`config.mk`:
```
export PLATFORM = sky130hd
export DESIGN_NAME = ctrl_seq
export DESIGN_NICKNAME = d
export VERILOG_FILES = /design/src/rtl/cdec_pkg.sv /design/src/rtl/ctrl_seq.sv
export SDC_FILE = /design/constraint.sdc
export NUM_CORES = 1
export LEC_CHECK = 0
export CORE_MARGIN = 1
export CORE_UTILIZATION = 43
export DETAILED_ROUTE_END_ITERATION = 8
export GPL_TIMING_DRIVEN = 0
export PLACE_DENSITY = 0.88
export SLEW_MARGIN = 25
export SYNTH_ARGS = -nofsm -noshare
export SYNTH_HDL_FRONTEND = slang
export SYNTH_SLANG_ARGS = --single-unit
```
`constraint.sdc`:
```
create_clock -name clk -period 4.93 [get_ports clk]
set_clock_uncertainty 0.05 [all_clocks]
set_input_delay 0.986 -clock clk [delete_from_list [all_inputs] [get_ports clk]]
set_output_delay 0.986 -clock clk [all_outputs]
set_load 0.03 [all_outputs]
```
`src/rtl/cdec_pkg.sv`:
```
// Shared CDEC definitions: PLA control-word field positions, memory command
// codes, special opcodes and the control-sequencer top-FSM encoding.
package cdec_pkg;

    localparam int unsigned CDEC_STATE_W = 4;
    localparam int unsigned CDEC_MAX_STEP = 15;
    localparam int unsigned PLA_W = 18;
    localparam int unsigned DATA_W = 8;
    localparam int unsigned FLAG_W = 3;

    // Control-word field positions
    localparam int unsigned PLA_END = 17;
    localparam int unsigned PLA_MEM_HI = 16;
    localparam int unsigned PLA_MEM_LO = 15;
    localparam int unsigned PLA_FLAG_EN = 14;

    // Memory command codes carried in pla[PLA_MEM_HI:PLA_MEM_LO]
    localparam logic [1:0] MEM_NONE = 2'b00;
    localparam logic [1:0] MEM_WRITE = 2'b01;
    localparam logic [1:0] MEM_READ = 2'b10;

    localparam logic [DATA_W-1:0] OPC_HLT = 8'hFF;
    localparam int unsigned IR_LOAD_STEP = 2;

    typedef enum logic [1:0] {
        SEQ_IDLE    = 2'd0,
        SEQ_EXEC    = 2'd1,
        SEQ_MEMWAIT = 2'd2,
        SEQ_HALTED  = 2'd3
    } seq_state_t;

    // True for a command that needs a memory handshake; 2'b11 counts as none
    function automatic logic is_mem_cmd(input logic [1:0] cmd);
        logic hit;
        case (cmd)
            MEM_READ, MEM_WRITE: hit = 1'b1;
            MEM_NONE:            hit = 1'b0;
            default:             hit = 1'b0;
        endcase
        return hit;
    endfunction

endpackage

```
`src/rtl/ctrl_seq.sv`:
```
// CDEC control sequencer: micro-step counter, instruction and flag registers
// feeding the control PLA, memory-step stretching and run/halt control.
// Optional single-step support is built when CTRL_SEQ_STEP_EN is defined.
module ctrl_seq
    import cdec_pkg::*;
#(
    parameter int unsigned STATE_W = CDEC_STATE_W,
    parameter logic [STATE_W-1:0] MAX_STEP = STATE_W'(CDEC_MAX_STEP)
) (
    input  logic                clk,
    input  logic                rst_n,
    input  logic                run,
    input  logic                step,
    input  logic [PLA_W-1:0]    pla,
    input  logic [DATA_W-1:0]   data_in,
    input  logic [FLAG_W-1:0]   alu_flag,
    input  logic                mem_ack,
    output logic [STATE_W-1:0]  state,
    output logic [DATA_W-1:0]   instruction,
    output logic [FLAG_W-1:0]   flag,
    output logic                cpu_en,
    output logic                mem_req,
    output logic                mem_we,
    output logic                halted,
    output logic                illegal
);

    seq_state_t          fsm_q;
    seq_state_t          fsm_d;
    logic [STATE_W-1:0]  state_d;
    logic [DATA_W-1:0]   instr_d;
    logic [FLAG_W-1:0]   flag_d;
    logic                mem_req_d;
    logic                mem_we_d;
    logic                halted_d;
    logic                illegal_d;
    logic                mem_first_q;
    logic                mem_first_d;
    logic                run_q;
    logic                ss_q;
    logic                step_go_c;
    logic [1:0]          mem_cmd_c;
    logic                mem_op_c;
    logic                boundary_c;
    logic                overrun_c;
    logic                unused_pla;

    assign mem_cmd_c = pla[PLA_MEM_HI:PLA_MEM_LO];
    assign mem_op_c = is_mem_cmd(mem_cmd_c);
    assign boundary_c = cpu_en && pla[PLA_END];
    assign overrun_c = cpu_en && !pla[PLA_END] && (state == MAX_STEP);
    assign unused_pla = ^pla[13:0];

`ifdef CTRL_SEQ_STEP_EN
    assign step_go_c = step;

    // Single-step flag: armed by a step pulse while stopped, cleared on halt
    always_ff @(posedge clk or negedge rst_n) begin
        if (!rst_n) begin
            ss_q <= 1'b0;
        end else if (halted && step) begin
            ss_q <= 1'b1;
        end else if (fsm_d == SEQ_HALTED) begin
            ss_q <= 1'b0;
        end
    end
`else
    logic unused_step;

    assign step_go_c = 1'b0;
    assign ss_q = 1'b0;
    assign unused_step = step;
`endif

    // Datapath update enable: plain EXEC steps, or the acknowledged memory cycle
    always_comb begin
        cpu_en = ((fsm_q == SEQ_EXEC) && !mem_op_c) ||
                 ((fsm_q == SEQ_MEMWAIT) && mem_ack && !mem_first_q);
    end

    // Next-state and next-register decode
    always_comb begin
        fsm_d       = fsm_q;
        state_d     = state;
        instr_d     = instruction;
        flag_d      = flag;
        mem_req_d   = mem_req;
        mem_we_d    = mem_we;
        illegal_d   = illegal;
        mem_first_d = 1'b0;

        if (cpu_en) begin
            state_d = pla[PLA_END] ? '0 : state + STATE_W'(1);
            if (state == STATE_W'(IR_LOAD_STEP)) begin
                instr_d = data_in;
            end
            if (pla[PLA_FLAG_EN]) begin
                flag_d = alu_flag;
            end
        end

        case (fsm_q)
            SEQ_IDLE, SEQ_HALTED: begin
                state_d = '0;
                if (step_go_c || (run && !run_q)) begin
                    fsm_d = SEQ_EXEC;
                end
            end
            SEQ_EXEC: begin
                if (mem_op_c) begin
                    fsm_d       = SEQ_MEMWAIT;
                    mem_req_d   = 1'b1;
                    mem_we_d    = pla[PLA_MEM_LO];
                    mem_first_d = 1'b1;
                end
            end
            SEQ_MEMWAIT: begin
                if (cpu_en) begin
                    fsm_d     = SEQ_EXEC;
                    mem_req_d = 1'b0;
                end
            end
            default: begin
                fsm_d = SEQ_IDLE;
            end
        endcase

        // A step past MAX_STEP without an end bit is an illegal decode
        if (overrun_c) begin
            illegal_d = 1'b1;
            fsm_d     = SEQ_HALTED;
            state_d   = '0;
        end else if (boundary_c && (!run || ss_q || (instruction == OPC_HLT))) begin
            fsm_d = SEQ_HALTED;
        end

        halted_d = (fsm_d == SEQ_IDLE) || (fsm_d == SEQ_HALTED);
    end

    // Sequencer registers
    always_ff @(posedge clk or negedge rst_n) begin
        if (!rst_n) begin
            fsm_q       <= SEQ_IDLE;
            state       <= '0;
            instruction <= '0;
            flag        <= '0;
            mem_req     <= 1'b0;
            mem_we      <= 1'b0;
            halted      <= 1'b1;
            illegal     <= 1'b0;
            mem_first_q <= 1'b0;
            run_q       <= 1'b0;
        end else begin
            fsm_q       <= fsm_d;
            state       <= state_d;
            instruction <= instr_d;
            flag        <= flag_d;
            mem_req     <= mem_req_d;
            mem_we      <= mem_we_d;
            halted      <= halted_d;
            illegal     <= illegal_d;
            mem_first_q <= mem_first_d;
            run_q       <= run;
        end
    end

endmodule

```
Yosys cells after proc, flatten, opt, wreduce, memory -nomap -nowiden
Index checks and enable logic that the tools add are counted.
{"block": "totals", "register_bits": 23, "wordCells": 64}
{"block": "op_classes", "n_reduce_logical": 26, "muxes": 16, "eq_ne": 11, "addsub": 1}
{"operator": "$mux 4", "n": 4}
{"operator": "$mux 2", "n": 5}
{"operator": "$eq 2x2->1 const B", "n": 4}
{"operator": "$eq 8x8->1 const B", "n": 1}
{"operator": "$logic_and 1x1->1", "n": 8}
{"operator": "$pmux 2 s3", "n": 1}
{"operator": "$reduce_and 2->1", "n": 3}
{"operator": "$logic_not 1->1", "n": 5}
{"operator": "$mux 1", "n": 5}
{"operator": "$add 4x1->4 const B", "n": 1}
{"operator": "$eq 2x1->1 const B", "n": 2}
{"operator": "$eq 4x2->1 const B", "n": 1}
{"operator": "$eq 4x4->1 const B", "n": 1}
{"operator": "$logic_not 2->1", "n": 2}
{"operator": "$ne 2x2->1 const B", "n": 2}
{"operator": "$reduce_or 2->1", "n": 2}
{"operator": "$logic_or 1x1->1", "n": 3}
{"operator": "$reduce_and 3->1", "n": 1}
{"operator": "$reduce_bool 3->1", "n": 1}
{"operator": "$pmux 1 s2", "n": 1}
{"operator": "$reduce_bool 2->1", "n": 1}

Longest topological paths before layout
Gate-level depths: netlist (run 1).
{"block": "logic_depth", "ltp_word": 12, "mapped_depth": 8, "ltp_nobuf": 7}

Worst setup path before layout (run 1)
OpenSTA, ideal clock, no wires.
{"block": "synth_path", "kind": "input to output", "start": "in mem_ack", "end": "out cpu_en", "required_ns": 3.894, "t_arrival_ns": 1.686, "slack_ns": 2.208, "cell_stages": 3, "cell_sequence": "nor2b_1 > a22oi_1 > inv_1"}
{"block": "synth_between", "elab_chain_len": 3}
{"item": "start: declaration", "line": "ctrl_seq.sv:17", "text": "input logic mem_ack,"}
{"item": "$logic_and 1x1->1 (2 in series)", "line": "ctrl_seq.sv:78", "text": "((fsm_q == SEQ_MEMWAIT) && mem_ack && !mem_first_q);"}
{"item": "$logic_or 1x1->1", "line": "ctrl_seq.sv:77", "text": "cpu_en = ((fsm_q == SEQ_EXEC) && !mem_op_c) ||"}
{"item": "end: declaration", "line": "ctrl_seq.sv:21", "text": "output logic cpu_en,"}
No other way between the ends.

Worst setup path after layout (run 1)
Ends and elaborated chain as after synthesis.

==> results of run 1 <==
stage by stage:
step	std cells	hold WS, ns	util (%)	area [um^2]	worst slack, ns
floorplan	100	0.523	-	1130	2.21
detailed placement	168	0.419	62.6	1550	1.08
global route	172	0.469	63.4	1570	0.955
finish	172	0.446	63.4	1570	1.08
CTS	172	0.448	63.6	1580	1.07
global placement	168	0.411	62.6	1550	1.08
synthesized netlist by cell type:
cell	instances	area, um^2
nand3_2	1	10.0
dfrtp_1	22	551
a21oi_1	6	30.0
nand2b_1	6	37.5
and3_1	1	6.26
nor2b_1	2	12.5
nand3_1	1	5.00
nor3b_1	1	7.51
xnor2_2	1	16.3
a211oi_1	1	7.51
ha_1	4	50.1
or3_1	1	6.26
a22o_1	2	17.5
o21a_1	1	7.51
nor2_1	6	22.5
o21ai_0	3	15.0
a211o_1	1	8.76
dfstp_2	1	26.3
clkbuf_1	1	3.75
inv_1	7	26.3
o21bai_1	1	7.51
o31ai_1	2	15.0
nand4_1	2	12.5
buf_1	1	3.75
or2_2	1	6.26
a22oi_1	1	7.51
mux2_2	11	124
o22ai_1	1	6.26
nand2_1	5	18.8
o32a_2	1	11.3
a211oi_4	1	20.0
nand4b_1	1	8.76
a21o_2	1	8.76
a21o_1	1	7.51
and2_2	1	7.51
power breakdown:
part	switching (mW)	internal [mW]	leakage (nW)	total (mW)
sequential	0.0526	0.257	0.295	0.310
combinational	0.288	0.235	0.375	0.523
clock	0.0524	0.0315	0.0150	0.0839
layout make-up:
class | instances | share of cell area (%)
Sequential cell | 23 | 36.7
Multi-Input combinational cell | 68 | 33.2
Timing Repair Buffer | 38 | 23.9
Tap cell | 30 | 2.39
Clock buffer | 4 | 1.67
Inverter | 7 | 1.67
Buffer | 2 | 0.478
path summary, 6_finish.rpt:
path | startpoint | end
max reg2reg | fsm_q[1] | halted
min | illegal | illegal
min reg2reg | illegal | illegal
max in group asynchronous | rst_n | halted
max | mem_ack | cpu_en
min in group asynchronous | rst_n | instruction[7]
logic make-up after synthesis:
group | after synthesis | synth area share (%)
xor gates and xnor gates | 1 | 1.44
muxes | 11 | 10.9
adders and majority gates | 4 | 4.42
buffers and inverters | 9 | 2.98
and+or+nand+nor | 29 | 14.3
AOI/OAI and AO/OA | 23 | 15.0
DFF | 23 | 50.9
critical path: stages:
cell             delay [ns]
clkdlybuf4s50_1        0.47
nor2b_1                0.32
a22oi_1                0.20
inv_1                  0.15
clkdlybuf4s50_1        0.68
layer usage:
| metal | vias to the layer above | GRT usage [%] | part of all wire, % |
|---|---|---|---|
| met2 | 31 | 33.5 | 53 |
| met3 | 2 | 5.17 | 6.0 |
| li1 | 436 | - | - |
| met5 | - | 0 | 0 |
| met4 | 0 | 5.26 | 0.54 |
| met1 | 449 | 24.0 | 41 |
flip-flops by register name (all words and copies together), names as in the netlist:
| signal | flops |
|---|---|
| instruction | 8 |
| run_q | 1 |
| flag | 3 |
| mem_first_q | 1 |
| mem_req | 1 |
| fsm_q | 2 |
| state | 4 |
| mem_we | 1 |
| illegal | 1 |
| halted | 1 |
==> metrics.yaml, run 1 <==
sta:
  finalCritPeriodShare_pct: 78.1
  max_freq_mhz: 260
  period_needed_ns: 3.85
  setup_viol: 0
  finalSetupTns_ns: 0
  tightest_slew_ns: 0.502
  finalHoldViolCount: 0
  slew-limit-headroom_pct: 66.6
  finalMaxSlewViolations: 0
  rsz0062_at_grt: "no"
floorplanning:
  die_w_um: 53.3
  io_pins: 54
  fp.coreArea_mm2: 0.00248
  dieHeight_um: 53.3
  initial_utilization_pct: 45.7
  design.die.area_mm2: 0.00284
  num_rows: 18
synth:
  synthCells: 100
  ys_seq_area_share_pct: 50.9
  synth_cell_types: 35
  yosys_warnings: 0
  syn-num-nets: 138
  ys_seq_elements: 23
  syn_area_mm2: 0.00113
  avgSynthCellArea_um2: 11.3
route:
  first_pass_iters: 4
  first_iter_violations: 16
  wl_mm: 2.43
  ant_nets: 0
  drc_errors: 0
  routed_via_density: 5.34
  wire_per_inst_um: 14.1
  vias: 918
cts:
  clk_latency_ns: 0.30
  postCtsSetupBuffers: 0
  ctsHtreeMaxLevel: 1
  cts_buffers: 3
  cts.sinks: 23
  cts_hold_buf: 0
  cts_root_buffer: "clkbuf_4"
  cts.clk_slew.worst_paths_ns: 0.12
  clockBufferDepth: 2
  cts_tree: "done"
  post_cts_resized: 0
power_and_ir_drop:
  power_mw: 0.917
  power_leakage_nw: 0.686
  p_per_area_mw_per_mm2: 583
  ir_drop_mv: 0.347
place:
  routabilityCongestion: 0.825
  io_buffer_count: 38
  hpwl_mm: 1.87
critical_path:
  rr_worst_depth: 8
  start_kind: "input port"
  cp.arrival_ns: 2.81
  required_ns: 3.89
  reg2reg_slack_ns: 2.87
  path_class: "input port to output pin"
  crit_fanout: 4
  cp-end-kind: "output pin"
finish:
  multiInputGateArea_um2: 522
  area.growth.synth_to_final_pct: 38.8
  register_area_um2: 577
  layout_common_cells: "clkdlybuf4s50_1, dfrtp_1, mux2_2"
  nets: 181
  drive_above_1_share_pct: 16.2
  n_fill_cell: 210
  diodes: 0
  layout_commonest_cell: "clkdlybuf4s50_1"
grt:
  grt_use_total_pct: 19.6
  overflow: 0
  grt_max_degree: 24
  grt_pass1_wl_mm: 3.96
  grt_pass1_vias: 904
  antenna_found_initial: 0
worst_hold_path:
  min_path_cells: 1
  hold_path.class: "flip-flop to flip-flop"
run:
  maxCapViolations: 0
run_status:
  status: "finished clean"
Note: power is estimated with default switching activity, not from simulation.
==> run 2, diff against run 1 <==
Settings changed: CORE_UTILIZATION 43 to 36, PLACE_DENSITY 0.88 to 0.79.
Clock period 4.93 ns to 3.2 ns, I/O delays scaled along.
==> metrics.yaml, run 2 (synthesis gave the netlist of run 1 again) <==
run_status:
  status: "finished clean"
cts:
  cts_tree: "done"
  cts.clk_slew.worst_paths_ns: 0.12
  ctsHtreeMaxLevel: 1
  clockBufferDepth: 2
  cts_root_buffer: "clkbuf_4"
  clk_latency_ns: 0.31
  cts_buffers: 3
  postCtsSetupBuffers: 0
  cts.sinks: 23
finish:
  area.growth.synth_to_final_pct: 40.6
  multiInputGateArea_um2: 524
  n_fill_cell: 257
  final_util_pct: 55.3
  nets: 181
  largest_register_ffs: 8
  layout_common_cells: "clkdlybuf4s50_1, dfrtp_1, mux2_2"
  regMostFlops: "instruction"
  layout_commonest_cell: "clkdlybuf4s50_1"
  drive_above_1_share_pct: 16.9
  top_regs: "instruction x8, state x4, flag x3"
  diodes: 0
  register_area_um2: 577
power_and_ir_drop:
  p_per_area_mw_per_mm2: 885
  power_mw: 1.41
  power_leakage_nw: 0.702
  ir_drop_mv: 0.538
sta:
  rsz0062_at_grt: "no"
  setup_viol: 0
  max_freq_mhz: 354
  tightest_slew_ns: 0.519
  period_needed_ns: 2.82
  finalCritPeriodShare_pct: 88.2
  finalHoldViolCount: 0
  holdWs_ns: 0.234
  slew-limit-headroom_pct: 65.4
  finalSetupTns_ns: 0
  finalMaxSlewViolations: 0
critical_path:
  path_class: "input port to output pin"
  startpoint: "pla[16]"
  cp-end-kind: "output pin"
  cp.arrival_ns: 2.13
  reg2reg_slack_ns: 1.14
  required_ns: 2.51
  r2r_end: "halted"
  start_kind: "input port"
  r2r-start: "fsm_q[0]"
  endpoint: "cpu_en"
  crit_fanout: 6
  rr_worst_depth: 8
place:
  routabilityCongestion: 0.737
  hpwl_mm: 1.84
  io_buffer_count: 38
grt:
  grt_use_total_pct: 16.4
  antenna_found_initial: 0
  grt_pass1_wl_mm: 4.15
  overflow: 0
  grt_max_degree: 24
  grt_pass1_vias: 929
run:
  maxCapViolations: 0
route:
  drc_errors: 0
  wl_mm: 2.40
  vias: 904
  wire_per_inst_um: 13.0
  first_iter_violations: 10
  ant_nets: 0
  routed_via_density: 4.91
  first_pass_iters: 4
floorplanning:
  io_pins: 54
  num_rows: 19
  die_w_um: 58.1
  fp.coreArea_mm2: 0.00288
  dieHeight_um: 58.1
  initial_utilization_pct: 39.4
  design.die.area_mm2: 0.00337
worst_hold_path:
  hold_path.class: "input port to async pin"
[run 2: cell types whose count changed in the layout (fill, tap and decap cells not counted)]
cell | before | now
clkdlybuf4s50_1 | 37 | 36
dlymetal6s2s_1 | 0 | 1
nor2b_1 | 2 | 1
nor2b_2 | 0 | 1
[run 2: power by group]
group	switching, mW	total [mW]	internal, mW
Clock	0.0856	0.134	0.0487
Combinational	0.446	0.806	0.360
Sequential	0.0721	0.468	0.396
[run 2: what timing repair did]
action                                 4_1_cts  5_1_grt
hold buffers                                 0        0
resized for setup                            1        1
endpoints found under the hold margin        0        0
setup endpoints to repair                    1        1
[run 2: through the flow]
stage / area (um^2) / cells / setup slack (ns)
CTS: 1590 / 184 / 0.00217
finish: 1590 / 184 / 0.378
floorplan: 1130 / 100 / 1.15
global placement: 1570 / 180 / 0.00499
global route: 1590 / 184 / 0.260
detailed placement: 1570 / 180 / -0.0147
[run 2: final cells by class]
type	instances	share of cell area [%]
Timing Repair Buffer	38	23.7
Clock buffer	4	1.65
Buffer	2	0.472
Inverter	7	1.65
Multi-Input combinational cell	68	32.9
Tap cell	42	3.30
Sequential cell	23	36.2
[run 2: how the worst min path moves through the flow]
stage | from | to | slack [ns] | cells past startpoint
after global routing | rst_n | instruction[6] | 0.25 | 1
after global placement | illegal | illegal | 0.41 | 1
after CTS | illegal | illegal | 0.47 | 1
after floorplan | rst_n | flag[0] | 0.29 | 0
after detailed placement | illegal | illegal | 0.43 | 1
final | rst_n | instruction[6] | 0.23 | 1
[run 2: critical path, cell delays in order]
cell             delay, ns
clkdlybuf4s50_1       0.48
xnor2_2               0.21
a22oi_1               0.36
inv_1                 0.17
dlymetal6s2s_1        0.27
[run 2: routing by layer]
layer	track usage (%)	part of all wire, %
met1	18.8	40
met2	27.6	49
met3	6.47	9.6
met4	6.12	1.6
met5	0	0
